<file path="src/rtl/bitslip_align_ctrl.sv">
// Word-alignment controller for a SERDES deserializer: pulses BITSLIP until the
// training pattern is seen MATCH_COUNT times in a row, or gives up after MAX_SLIPS.
module bitslip_align_ctrl #(
  parameter int                  DATA_WIDTH    = 8,
  parameter logic [DATA_WIDTH-1:0] TRAIN_PATTERN = 8'hF0,
  parameter int                  SETTLE_CYCLES = 4,
  parameter int                  MATCH_COUNT   = 16,
  parameter int                  MAX_SLIPS     = 8
) (
  input  logic                  CLK_IN,
  input  logic                  RESET,
  input  logic [DATA_WIDTH-1:0] RX_DATA,
  input  logic                  RX_VALID,
  input  logic                  ALIGN_START,
  output logic                  BITSLIP,
  output logic                  ALIGNED,
  output logic                  ALIGN_FAIL,
  output logic [3:0]            SLIP_COUNT,
  output logic [2:0]            STATE_DBG
);

  localparam int MW = $clog2(MATCH_COUNT + 1);
  localparam int SW = (SETTLE_CYCLES > 1) ? $clog2(SETTLE_CYCLES) : 1;

  localparam logic [MW-1:0] C_MATCH_LAST  = MW'(MATCH_COUNT - 1);
  localparam logic [MW-1:0] C_MATCH_FULL  = MW'(MATCH_COUNT);
  localparam logic [SW-1:0] C_SETTLE_LAST = SW'((SETTLE_CYCLES > 0) ? SETTLE_CYCLES - 1 : 0);
  localparam logic [3:0]    C_MAX_SLIPS   = 4'(MAX_SLIPS);

  typedef enum logic [2:0] {
    ST_IDLE   = 3'd0,
    ST_CHECK  = 3'd1,
    ST_SLIP   = 3'd2,
    ST_WAIT   = 3'd3,
    ST_LOCKED = 3'd4,
    ST_FAIL   = 3'd5
  } state_t;

  state_t          r_state;
  logic            r_bitslip;
  logic            r_aligned;
  logic            r_fail;
  logic [3:0]      r_slip_cnt;
  logic [MW-1:0]   r_match_cnt;
  logic [SW-1:0]   r_settle_cnt;

  logic            w_match;
  assign w_match = (RX_DATA == TRAIN_PATTERN);

  // Status outputs are set on the same edge that enters their state, so each
  // one is a flop that tracks the state exactly.
  always_ff @(posedge CLK_IN or posedge RESET) begin
    if (RESET) begin
      r_state      <= ST_IDLE;
      r_bitslip    <= 1'b0;
      r_aligned    <= 1'b0;
      r_fail       <= 1'b0;
      r_slip_cnt   <= '0;
      r_match_cnt  <= '0;
      r_settle_cnt <= '0;
    end else begin
      r_bitslip <= 1'b0;
      if (ALIGN_START) begin
        r_state      <= ST_CHECK;
        r_aligned    <= 1'b0;
        r_fail       <= 1'b0;
        r_slip_cnt   <= '0;
        r_match_cnt  <= '0;
        r_settle_cnt <= '0;
      end else begin
        case (r_state)
          ST_CHECK: begin
            if (RX_VALID) begin
              if (w_match) begin
                if (r_match_cnt >= C_MATCH_LAST) begin
                  r_state     <= ST_LOCKED;
                  r_aligned   <= 1'b1;
                  r_match_cnt <= C_MATCH_FULL;
                end else begin
                  r_match_cnt <= r_match_cnt + 1'b1;
                end
              end else begin
                r_match_cnt <= '0;
                if (r_slip_cnt < C_MAX_SLIPS) begin
                  r_state    <= ST_SLIP;
                  r_bitslip  <= 1'b1;
                  r_slip_cnt <= r_slip_cnt + 1'b1;
                end else begin
                  r_state <= ST_FAIL;
                  r_fail  <= 1'b1;
                end
              end
            end
          end
          ST_SLIP: begin
            r_settle_cnt <= '0;
            r_state      <= (SETTLE_CYCLES > 0) ? ST_WAIT : ST_CHECK;
          end
          ST_WAIT: begin
            if (r_settle_cnt >= C_SETTLE_LAST) begin
              r_settle_cnt <= '0;
              r_state      <= ST_CHECK;
            end else begin
              r_settle_cnt <= r_settle_cnt + 1'b1;
            end
          end
          default: begin
            // IDLE, LOCKED and FAIL hold until ALIGN_START
            r_state <= r_state;
          end
        endcase
      end
    end
  end

  assign BITSLIP    = r_bitslip;
  assign ALIGNED    = r_aligned;
  assign ALIGN_FAIL = r_fail;
  assign SLIP_COUNT = r_slip_cnt;
  assign STATE_DBG  = r_state;

endmodule

</file>
<file path="config.mk">
export PLATFORM = sky130hd
export DESIGN_NAME = bitslip_align_ctrl
export DESIGN_NICKNAME = d
export VERILOG_FILES = /design/src/rtl/bitslip_align_ctrl.sv
export SDC_FILE = /design/constraint.sdc
export NUM_CORES = 1
export LEC_CHECK = 0
export CORE_ASPECT_RATIO = 1.2
export CORE_MARGIN = 10
export CORE_UTILIZATION = 35
export CTS_BUF_LIST = sky130_fd_sc_hd__clkbuf_16
export DETAILED_ROUTE_END_ITERATION = 8
export GPL_ROUTABILITY_DRIVEN = 0
export HOLD_SLACK_MARGIN = 0.06
export SLEW_MARGIN = 30
export SYNTH_ARGS = -nofsm -noshare
export SYNTH_HDL_FRONTEND = slang
export SYNTH_SLANG_ARGS = --single-unit
export TNS_END_PERCENT = 30
</file>
<file path="constraint.sdc">
create_clock -name CLK_IN -period 2.5 [get_ports CLK_IN]
set_input_delay 0.625 -clock CLK_IN [delete_from_list [all_inputs] [get_ports CLK_IN]]
set_output_delay 0.625 -clock CLK_IN [all_outputs]
set_load 0.005 [all_outputs]
</file>
==> results of run 1 <==
## worst max-delay path: stages
cell	delay, ps
clkdlybuf4s50_1	450
nor4_4	340
nand2_2	140
o2111ai_1	240
and3_1	220
mux2_1	320
## routing by layer
| metal | GRT usage | up-vias | routed length, um |
|---|---|---|---|
| met5 | 0 | - | 0 |
| met3 | 0.03529 | 6 | 99 |
| li1 | - | 386 | - |
| met4 | 0.07143 | 0 | 52 |
| met1 | 0.1088 | 396 | 960 |
| met2 | 0.1654 | 15 | 1276 |
## Yosys cell counts
| master | instances |
|---|---|
| nand4bb_1 | 1 |
| xnor2_1 | 1 |
| nor4bb_1 | 1 |
| nor4_4 | 1 |
| clkbuf_1 | 1 |
| nand2_2 | 1 |
| or3_4 | 1 |
| a211oi_1 | 2 |
| inv_1 | 4 |
| nand2b_1 | 1 |
| a211oi_2 | 1 |
| a41oi_1 | 1 |
| a21o_1 | 1 |
| nor2_1 | 12 |
| and2_1 | 1 |
| dfrtp_1 | 17 |
| a21oi_1 | 9 |
| and4_1 | 1 |
| o2111ai_1 | 1 |
| nor2b_1 | 1 |
| a31oi_1 | 1 |
| nor3_1 | 1 |
| o21ai_0 | 2 |
| o31ai_1 | 1 |
| a211o_1 | 2 |
| nor4b_2 | 1 |
| ha_1 | 4 |
| nand3_1 | 2 |
| nand2_1 | 9 |
| o22a_1 | 1 |
| and3_1 | 3 |
| mux2i_1 | 1 |
| mux2_1 | 1 |
| mux2_2 | 1 |
| xor2_1 | 1 |
| nor3b_1 | 1 |
## flip-flops by register name, summed over array words and instances, names as in the netlist
register and flops:
r_settle_cnt 2, r_match_cnt 5, BITSLIP 1, ALIGNED 1, STATE_DBG 3, SLIP_COUNT 4
ALIGN_FAIL 1
## cell families (layout without fill, tap and decap cells)
| family | count (synthesis) | in the layout | share of synthesized area |
|---|---|---|---|
| muxes | 3 | 3 | 0.03557 |
| AOI/OAI and AO/OA | 22 | 22 | 0.1614 |
| adders and majority gates | 4 | 4 | 0.05472 |
| xor gates and xnor gates | 2 | 2 | 0.01916 |
| buffers and inverters | 5 | 34 | 0.02051 |
| and+or+nand+nor | 38 | 38 | 0.2435 |
| DFF | 17 | 17 | 0.4651 |
## layout make-up
class	count	area (um2)	share of cell area
clock inverter	1	3.754	0.002935
inverter	4	15.01	0.01174
multi-input combinational	69	470.5	0.3679
clock buffer	3	75.07	0.05871
sequential	17	425.4	0.3327
timing repair buffer	26	247.7	0.1937
tap	33	41.29	0.03229
## per-stage QoR
step | cells | utilization | hold slack (ps)
floorplan | 91 | - | 467.7
global placement | 149 | 0.4748 | 496.1
detailed placement | 149 | 0.4748 | 492.4
CTS | 153 | 0.5059 | 507.4
global route | 153 | 0.5059 | 558.9
finish | 153 | 0.5059 | 506.1
## path summary, 6_finish.rpt
| path | startpoint | to | slack, ps | cells past startpoint |
|---|---|---|---|---|
| max in group asynchronous | RESET | r_settle_cnt[0] | 1300 | 2 |
| worst min register to register | ALIGNED | ALIGNED | 510 | 2 |
| worst min-delay path | ALIGNED | ALIGNED | 510 | 2 |
| min in group asynchronous | RESET | r_match_cnt[4] | 770 | 2 |
| worst max register to register | r_match_cnt[0] | STATE_DBG[0] | 310 | 7 |
| worst max-delay path | RX_DATA[1] | STATE_DBG[0] | 290 | 6 |
## power by group
part / leakage, uW / switching, uW / internal (uW) / total [uW]
logic: 0.000305 / 131 / 173 / 304
registers: 0.000232 / 62.4 / 313 / 375
clock network: 0.0000423 / 108 / 213 / 320
total: 0.000579 / 301 / 698 / 999
==> results.toml, run 1 <==
[global_route]
grt_overflow_total = 0
grt_pass1_vias = 858
grt_max_degree = 18
track_usage = 0.1037
grt_pass1_wl_mm = 4.105
antenna_found_initial = 0

[detailed_routing]
first_pass_iters = 4
num_vias = 803
wirelength_mm = 2.389
wl_per_cell_um = 15.61
remaining_drc_errors = 0
via_per_inst = 5.248
ant_nets = 0
drt_iter0_markers = 27

[floorplan]
core_mm2 = 0.002527
pin_count = 22
start_util = 0.3619
rows = 20
die_h_um = 76
die_width_um = 66.67
dieArea_mm2 = 0.005067

[timing]
hold_violations = 0
fin_ws_ps = 293.8
clock_skew_ps = 1.529
slew_viol_final = 0
worstMarginPinSlew_ps = 657.8
finalCritPeriodShare = 0.8825
setup_viol = 0
finalCriticalPeriod_ps = 2206
rsz0062_at_grt = "no"
max_freq_mhz = 453.3
final.setup.tns_ps = 0
relSlewSlack = 0.5610

[clock_network]
path_clk_slew_ps = 50
cts_tree = "built"
cts_buffers = 3
ctsHtreeMaxLevel = 1
root_buffer = "clkbuf_16"
cts_setup_buffers = 0
insertion_delay_ps = 250
post_cts_resized = 0
cts_buffer_depth = 2
hold_buffers = 0
clock-sinks = 17

[yosys]
netlist_instances = 91
synth_seq_area_share = 0.4651
netlist_area_um2 = 914.6
synth_top_cell_area_share = 0.4651
synth_fp_nets = 107
yosysTopAreaCell = "dfrtp_1"
ys_ff_latch = 17
ys_types = 36
avgSynthCellArea_um2 = 10.05
synth_area_leaders = "dfrtp_1 47%, ha_1 5.5%, a21oi_1 4.9%"
yosys_warnings = 0

[job]
maxCapViolCount = 0

[cells_and_area]
layout-drive-gt1-share = 0.1167
final_area_mm2 = 0.001279
diodes = 0
fillCellCount = 251
areaGrowthSynthToFinish_pct = 39.81
fin_nets = 137
layout_commonest_cell = "clkdlybuf4s50_1"
layout_common_cells = "21 x clkdlybuf4s50_1, 17 x dfrtp_1, 12 x nor2_1"

[setup_path]
end_kind = "flop"
worstPathArrival_ps = 2340
startpoint_type = "input pin"
worst-setup-path-type = "in2reg"
worstPathRequired_ps = 2630
cp_max_fo = 6

[run_status]
outcome = "complete, no violations"

[place]
port_buffers = 21
dp_hpwl_mm = 1.859
placed_area_mm2 = 0.001200
place_ws_ps = 16.70

[power]
power.total_uw = 999.4
power_density_mw_per_mm2 = 781.6
leakage_uw = 0.0005794
vdd_drop_max_uv = 460.6

[min_path]
hp-class = "reg2reg"
No activity file was read; power rests on OpenSTA's default activity.
==> inputs of run 2 (changes only) <==
Settings changed: SETUP_SLACK_MARGIN set to 0.2.
==> results.toml, run 2 (synthesis gave the netlist of run 1 again) <==
[clock_network]
cts_buffer_depth = 2
clock-sinks = 17
path_clk_slew_ps = 50
hold_buffers = 0
cts_buffers = 3
ctsHtreeMaxLevel = 1
root_buffer = "clkbuf_16"
cts_tree = "built"
insertion_delay_ps = 250

[cells_and_area]
largest_reg_flops = 5
stdcell_count = 154
areaGrowthSynthToFinish_pct = 41.31
layout-drive-gt1-share = 0.1322
regMostFlops = "r_match_cnt"
fin_nets = 138
layout_commonest_cell = "clkdlybuf4s50_1"
diodes = 0
layout_common_cells = "21 x clkdlybuf4s50_1, 17 x dfrtp_1, 12 x nor2_1"

[power]
power_density_mw_per_mm2 = 778.3
vdd_drop_max_uv = 460.0
leakage_uw = 0.0005858
power.total_uw = 1006

[floorplan]
dieArea_mm2 = 0.005067
die_width_um = 66.67
pin_count = 22
core_mm2 = 0.002527
start_util = 0.3619
rows = 20
die_h_um = 76

[timing]
worstMarginPinSlew_ps = 653.6
clock_skew_ps = 1.367
relSlewSlack = 0.5638
final.setup.tns_ps = 0
setup_viol = 0
finalCritPeriodShare = 0.8830
slew_viol_final = 0
max_freq_mhz = 453.0
rsz0062_at_grt = "no"
hold_violations = 0
finalCriticalPeriod_ps = 2207
holdWs_ps = 505.7

[global_route]
grt_pass1_wl_mm = 4.105
grt_pass1_vias = 858
antenna_found_initial = 0
grt_max_degree = 18
track_usage = 0.1037
grt_overflow_total = 0

[setup_path]
end_kind = "flop"
reg2reg_to = "STATE_DBG[0]"
worst-setup-path-type = "in2reg"
r2r_start = "r_match_cnt[0]"
cp_max_fo = 6
crit_start = "RX_DATA[2]"
regToRegSetupSlack_ps = 330
startpoint_type = "input pin"
worstPathRequired_ps = 2630
worstPathArrival_ps = 2340
rr_worst_depth = 7

[detailed_routing]
ant_nets = 0
num_vias = 820
first_pass_iters = 4
remaining_drc_errors = 0
wirelength_mm = 2.419
via_per_inst = 5.325
drt_iter0_markers = 32
wl_per_cell_um = 15.71

[run_status]
outcome = "complete, no violations"

[place]
dp_hpwl_mm = 1.859
placed_cells = 149
port_buffers = 21

[min_path]
whs_path_depth = 2
hp-class = "reg2reg"
min_from = "ALIGNED"
holdPathEnd = "ALIGNED"

[job]
maxCapViolCount = 0
run 2: where the power goes:
part           internal, uW  switching (uW)  total (uW)
logic                   176             135         311
registers               313            61.9         375
clock network           213             108         320
total                   702             304        1010
run 2: area by class of cell:
cell class | count | area [um2]
clock buffers | 3 | 75.07
fillers | 248 | 1235
inverters | 4 | 15.01
flip-flops and latches | 17 | 425.4
well taps | 33 | 41.29
multi-input cells | 69 | 476.7
repair buffers | 27 | 255.2
clock inverters | 1 | 3.754
run 2: worst max-delay path by stage:
stage / to / cells after the start
finish: STATE_DBG[0] / 6
detailed placement: STATE_DBG[0] / 6
global placement: STATE_DBG[0] / 6
floorplan: STATE_DBG[0] / 7
global route: STATE_DBG[0] / 6
CTS: STATE_DBG[0] / 6
run 2: repair_timing:
item                       CTS  global route
hold endpoints to repair     0             0
setup endpoints to repair    0             1
gates resized for setup      0             1
setup buffers                0             1
run 2: critical path, cell delays in order:
cell and delay [ps]:
clkdlybuf4s50_1 460, nor4_4 340, nand2_2 150, o2111ai_2 230, and3_1 210, mux2_1 320
run 2: layer usage:
| metal | GRT usage | wire length [um] | part of all wire | up-vias |
|---|---|---|---|---|
| met5 | 0 | 0 | 0 | - |
| met4 | 0.07143 | 94 | 0.039 | 0 |
| met3 | 0.03529 | 115 | 0.048 | 9 |
| met2 | 0.1654 | 1237 | 0.51 | 19 |
| met1 | 0.1088 | 971 | 0.40 | 405 |
| li1 | - | - | - | 387 |
run 2: stage by stage:
step / instance area (um2) / setup WS (ps) / util
finish: 1292 / 292.6 / 0.5114
global route: 1292 / 245.7 / 0.5114
CTS: 1279 / 267.0 / 0.5059
detailed placement: 1200 / 16.70 / 0.4748
global placement: 1200 / 102.1 / 0.4748
floorplan: 914.6 / 438.5 / -
